==> config.mk <==
export PLATFORM = sky130hd
export DESIGN_NAME = booth_multiplier
export DESIGN_NICKNAME = d
export VERILOG_FILES = /design/src/rtl/booth_pkg.sv /design/src/rtl/booth_step.sv /design/src/rtl/booth_multiplier.sv
export SDC_FILE = /design/constraint.sdc
export NUM_CORES = 1
export LEC_CHECK = 0
export ABC_CLOCK_PERIOD_IN_PS = 7450
export CAP_MARGIN = 40
export CORE_ASPECT_RATIO = 1.25
export CORE_UTILIZATION = 58
export DETAILED_ROUTE_END_ITERATION = 8
export GPL_TIMING_DRIVEN = 0
export PLACE_DENSITY = 0.83
export SKIP_CTS_REPAIR_TIMING = 1
export SLEW_MARGIN = 20
export SYNTH_ARGS = -nofsm -noshare
export SYNTH_HDL_FRONTEND = slang
export SYNTH_HIERARCHICAL = 1
export SYNTH_SLANG_ARGS = --single-unit
==> constraint.sdc <==
create_clock -name clk -period 7.45 [get_ports clk]
set_input_delay 1.49 -clock clk [delete_from_list [all_inputs] [get_ports clk]]
set_output_delay 1.49 -clock clk [all_outputs]
set_load 0.02 [all_outputs]
==> src/rtl/booth_pkg.sv <==
// Shared definitions for the sequential radix-2 Booth multiplier.
package booth_pkg;

  localparam int DEFAULT_WIDTH = 4;

  typedef enum logic [1:0] {
    LOAD = 2'd0,
    STEP = 2'd1,
    DONE = 2'd2
  } state_t;

endpackage

==> src/rtl/booth_step.sv <==
// One radix-2 Booth iteration: conditional add/subtract of M, then an
// arithmetic right shift of {acc, q, q_1} by one bit.
module booth_step
  import booth_pkg::*;
#(
  parameter int WIDTH = DEFAULT_WIDTH
) (
  input  logic [WIDTH:0]   acc,
  input  logic [WIDTH-1:0] q,
  input  logic             q_1,
  input  logic [WIDTH:0]   m,
  output logic [WIDTH:0]   acc_next,
  output logic [WIDTH-1:0] q_next,
  output logic             q_1_next
);

  logic [WIDTH:0] sum;

  always_comb begin
    sum = acc;
    unique case ({q[0], q_1})
      2'b01:   sum = acc + m;
      2'b10:   sum = acc - m;
      default: sum = acc;
    endcase
  end

  // Shift the sign of the widened accumulator back into its top bit.
  assign acc_next = {sum[WIDTH], sum[WIDTH:1]};
  assign q_next   = {sum[0], q[WIDTH-1:1]};
  assign q_1_next = q[0];

endmodule

==> src/rtl/booth_multiplier.sv <==
// Free-running sequential Booth multiplier: LOAD, WIDTH x STEP, DONE, repeat.
// out carries the last completed signed product and changes only in DONE.
module booth_multiplier
  import booth_pkg::*;
#(
  parameter int WIDTH = DEFAULT_WIDTH
) (
  input  logic               clk,
  input  logic               reset,
  input  logic [WIDTH-1:0]   a,
  input  logic [WIDTH-1:0]   b,
  output logic [2*WIDTH-1:0] out
);

  localparam int CW = $clog2(WIDTH + 1);

  state_t           state, state_next;
  logic [CW-1:0]    count;
  logic [WIDTH:0]   m;
  logic [WIDTH:0]   acc;
  logic [WIDTH-1:0] q;
  logic             q_1;

  logic [WIDTH:0]   acc_nx;
  logic [WIDTH-1:0] q_nx;
  logic             q_1_nx;

  booth_step #(.WIDTH(WIDTH)) u_step (
    .acc      (acc),
    .q        (q),
    .q_1      (q_1),
    .m        (m),
    .acc_next (acc_nx),
    .q_next   (q_nx),
    .q_1_next (q_1_nx)
  );

  always_comb begin
    state_next = state;
    unique case (state)
      LOAD:    state_next = STEP;
      STEP:    if (count == CW'(1)) state_next = DONE;
      DONE:    state_next = LOAD;
      default: state_next = LOAD;
    endcase
  end

  always_ff @(posedge clk) begin
    if (reset) begin
      state <= LOAD;
      count <= '0;
      m     <= '0;
      acc   <= '0;
      q     <= '0;
      q_1   <= 1'b0;
      out   <= '0;
    end else begin
      state <= state_next;
      unique case (state)
        LOAD: begin
          // Sign-extend M so -2^(WIDTH-1) can be negated without overflow.
          m     <= {a[WIDTH-1], a};
          q     <= b;
          acc   <= '0;
          q_1   <= 1'b0;
          count <= CW'(WIDTH);
        end
        STEP: begin
          acc   <= acc_nx;
          q     <= q_nx;
          q_1   <= q_1_nx;
          count <= count - 1'b1;
        end
        DONE: out <= {acc[WIDTH-1:0], q};
        default: ;
      endcase
    end
  end

endmodule

==> impl_metrics.py <==
metrics = {
    "clocking": {
        "cts_tree": "built",
        "worstSkewPairLatency_ns": 0.33,
        "root_buffer": "clkbuf_4",
        "path_clk_slew_ns": 0.15,
        "cts_buffers": 3,
        "cts.sinks": 27,
        "htreeDepth": 1,
        "clk_path_buf_depth": 2,
    },
    "layout": {
        "antenna_cells": 0,
        "fin_area_mm2": 0.00165,
        "layout.cells.non_filler": 206,
        "drive_above_1_share_pct": 14.9,
        "multi_input_area_um2": 733,
        "fin_nets": 195,
        "areaGrowthSynthToFinish_pct": 16.1,
        "n_fill_cell": 177,
        "register_area_um2": 541,
    },
    "power": {
        "ir_worst_vdd_uv": 154,
        "power.switching_uw": 83.5,
        "p_int_uw": 207,
        "clkPwrFrac_pct": 22.7,
        "p_comb_share_pct": 23.1,
        "power_density_mw_per_mm2": 176,
        "power_frac_seq_pct": 54.3,
        "power.leakage_nw": 0.716,
        "swShare_pct": 28.8,
    },
    "sta": {
        "finalMaxSlewViolations": 0,
        "whs_ns": 0.474,
        "fin_crit_sh_pct": 37.7,
        "finalSetupViolCount": 0,
        "fin_skew_ns": 0.00218,
        "worstMarginPinSlew_ns": 0.394,
        "hold_violations": 0,
        "fin_ws_ns": 4.64,
        "relSlewSlack_pct": 73.7,
        "fmax_mhz": 356,
        "min_period_ns": 2.81,
        "tns_ns": 0,
        "rsz0062_at_grt": "no",
    },
    "placement": {
        "place.port_buffers": 16,
        "dp_slack_ns": 4.76,
        "place_area_mm2": 0.00162,
        "gp_congestion": 0.810,
        "place_inst": 202,
        "dp_hpwl_um": 2160,
    },
    "drt": {
        "via_per_inst": 5.33,
        "drtIter0Drc": 23,
        "first_pass_iters": 4,
        "num_vias": 1099,
        "post_drt_wl_per_cell_um": 13.5,
        "wl_um": 2770,
        "drcViolationCount": 0,
        "drtAntennaViolNets": 0,
    },
    "synth": {
        "ys_seq_area_share_pct": 38.1,
        "syn_area_per_cell_um2": 9.16,
        "ys_warn_count": 6,
        "syn_nets": 174,
        "synth-seq-cells": 27,
        "synth_cell_types": 31,
        "syn_area_mm2": 0.00142,
        "synth_cells": 155,
    },
    "critical_path": {
        "crit_path_cell_trace": "clkdlybuf4s50_1",
        "cp-end-kind": "primary output",
        "max_stage_delay_ns": 0.62,
        "worstReg2RegEnd": "acc[4]",
        "cp.arrival_ns": 1.32,
        "startpoint_type": "register",
        "worst-path-buf-inv": 1,
        "critical_path.top_delay_family": "buffers and inverters",
        "ff2ff_path_depth": 11,
        "cp_slowest_cell": "clkdlybuf4s50_1",
        "rr_startpoint": "q[0]",
        "worstPathMaxFanout": 2,
        "rrSetupSlack_ns": 4.71,
        "cp-startpoint": "out[0]",
        "cp.required_ns": 5.96,
        "path_depth": 1,
        "critPathKind": "reg2out",
        "crit_path_end": "out[0]",
    },
    "floorplanning": {
        "num_rows": 19,
        "die-height_um": 57.3,
        "core_area_mm2": 0.00226,
        "io_pins": 18,
        "die-area_mm2": 0.00265,
        "initial_utilization_pct": 62.9,
        "die_w_um": 46.3,
    },
    "min_path": {
        "hold_path.class": "reg2reg",
    },
    "global_routing": {
        "grt_usage_pct": 22.8,
        "grt_pass1_wl_um": 4440,
        "grt_max_degree": 17,
        "first_global_vias": 1022,
        "antenna_found_initial": 0,
        "gr-total-overflow": 0,
    },
    "flow_run": {
        "cap_violations": 0,
    },
    "run_status": {
        "outcome": "completed",
    },
}
[layer usage]
layer / wire length [um] / global-route usage, % / vias up / part of all wire, %
met2: 1510 / 40.4 / 11 / 55
met1: 1180 / 27.9 / 532 / 43
met4: 29 / 7.56 / 0 / 1.0
met5: 0 / 0 / - / 0
li1: - / - / 552 / -
met3: 46 / 1.90 / 4 / 1.7
[sequential cells by signal, summed over array words and instances, names as in the netlist]
register	count
out	8
count	3
state	2
q	4
acc	5
q_1	1
m	4
[cell usage after synthesis]
library cell  count  area [um^2]
dfxtp_1          27          541
a22oi_1           6         45.0
mux2_4            4         60.1
nand2b_1          2         12.5
o21ai_1           4         20.0
mux2i_1          12          120
buf_4             8         60.1
nand2_1          11         41.3
a21oi_1           9         45.0
nor3b_1           1         7.51
nor3_1            1         5.00
buf_2             3         15.0
nor2_1           21         78.8
mux2_2            2         22.5
a31oi_1           1         6.26
a21o_1            1         7.51
xor2_2            1         16.3
xor2_1            3         26.3
xnor2_1           2         17.5
inv_1            12         45.0
o21a_1            1         7.51
nor2b_1           2         12.5
and4bb_1          1         12.5
o21ai_0           5         25.0
a21oi_2           1         8.76
nor2_2            1         6.26
clkbuf_1          1         3.75
a311oi_1          1         8.76
fa_1              1         20.0
ha_1              8          100
buf_6             2         22.5
[cells by family after synthesis]
kind of cell	count (synthesis)	synth area share (%)
multiplexers	18	14.3
AND/OR/NAND/NOR	40	12.4
AO/OA/AOI/OAI	29	12.2
flip-flops	27	38.1
XOR/XNOR	6	4.23
buffers and inverters	26	10.3
adder cells (fa/ha/maj)	9	8.46
[worst register-to-register path: cells and delay by family, from the launching register on]
family                     cells  cell delay, ns
DFF                            1            0.43
adders and majority gates      2            0.70
buffers and inverters          1            0.13
and+or+nand+nor                3            0.32
AOI/OAI and AO/OA              2            0.24
xor gates and xnor gates       1            0.15
muxes                          2            0.68
[cell usage in the layout, fill, tap and decap left out]
cell             synthesis  final
a21o_1                   1      1
a21oi_1                  9      9
a21oi_2                  1      1
a22oi_1                  6      6
a311oi_1                 1      1
a31oi_1                  1      1
and4bb_1                 1      1
buf_2                    3      3
buf_4                    8      8
buf_6                    2      2
clkbuf_1                 1      1
clkbuf_4                 0      3
clkdlybuf4s50_1          0     16
clkinvlp_4               0      1
dfxtp_1                 27     27
fa_1                     1      1
ha_1                     8      8
inv_1                   12     12
mux2_2                   2      2
mux2_4                   4      4
mux2i_1                 12     12
nand2_1                 11     11
nand2b_1                 2      2
nor2_1                  21     21
nor2_2                   1      1
nor2b_1                  2      2
nor3_1                   1      1
nor3b_1                  1      1
o21a_1                   1      1
o21ai_0                  5      5
o21ai_1                  4      4
xnor2_1                  2      2
xor2_1                   3      3
xor2_2                   1      1
[layout make-up]
cell class                      count  area share (%)
Buffer                             14            6.15
Clock buffer                        3            1.37
Inverter                           12            2.73
Multi-Input combinational cell    102            44.5
Sequential cell                    27            32.8
Timing Repair Buffer               16            9.71
Clock inverter                      1           0.455
Tap cell                           31            2.35
[metrics by stage]
step | utilization, % | power, mW
final | 73.0 | 0.290
after global routing | 73.0 | 0.306
after CTS | 73.0 | 0.291
after detailed placement | 71.7 | 0.227
after global placement | 71.7 | 0.223
after floorplan | - | 0.211
[worst min-delay path by stage]
stage | start | depth (start not counted) | to
after global routing | count[0] | 2 | count[0]
after CTS | count[1] | 2 | count[1]
after detailed placement | count[1] | 2 | count[1]
final | count[1] | 2 | count[1]
after global placement | count[1] | 2 | count[1]
after floorplan | count[1] | 2 | count[1]
[power by group through the flow]
stage / Clock, mW / Sequential [mW] / Combinational [mW]
after global placement: 0 / 0.160 / 0.0632
after global routing: 0.0728 / 0.159 / 0.0742
after CTS: 0.0669 / 0.157 / 0.0667
after detailed placement: 0 / 0.161 / 0.0664
final: 0.0658 / 0.158 / 0.0670
after floorplan: 0 / 0.159 / 0.0523
Power figures use the tool's default switching activity.
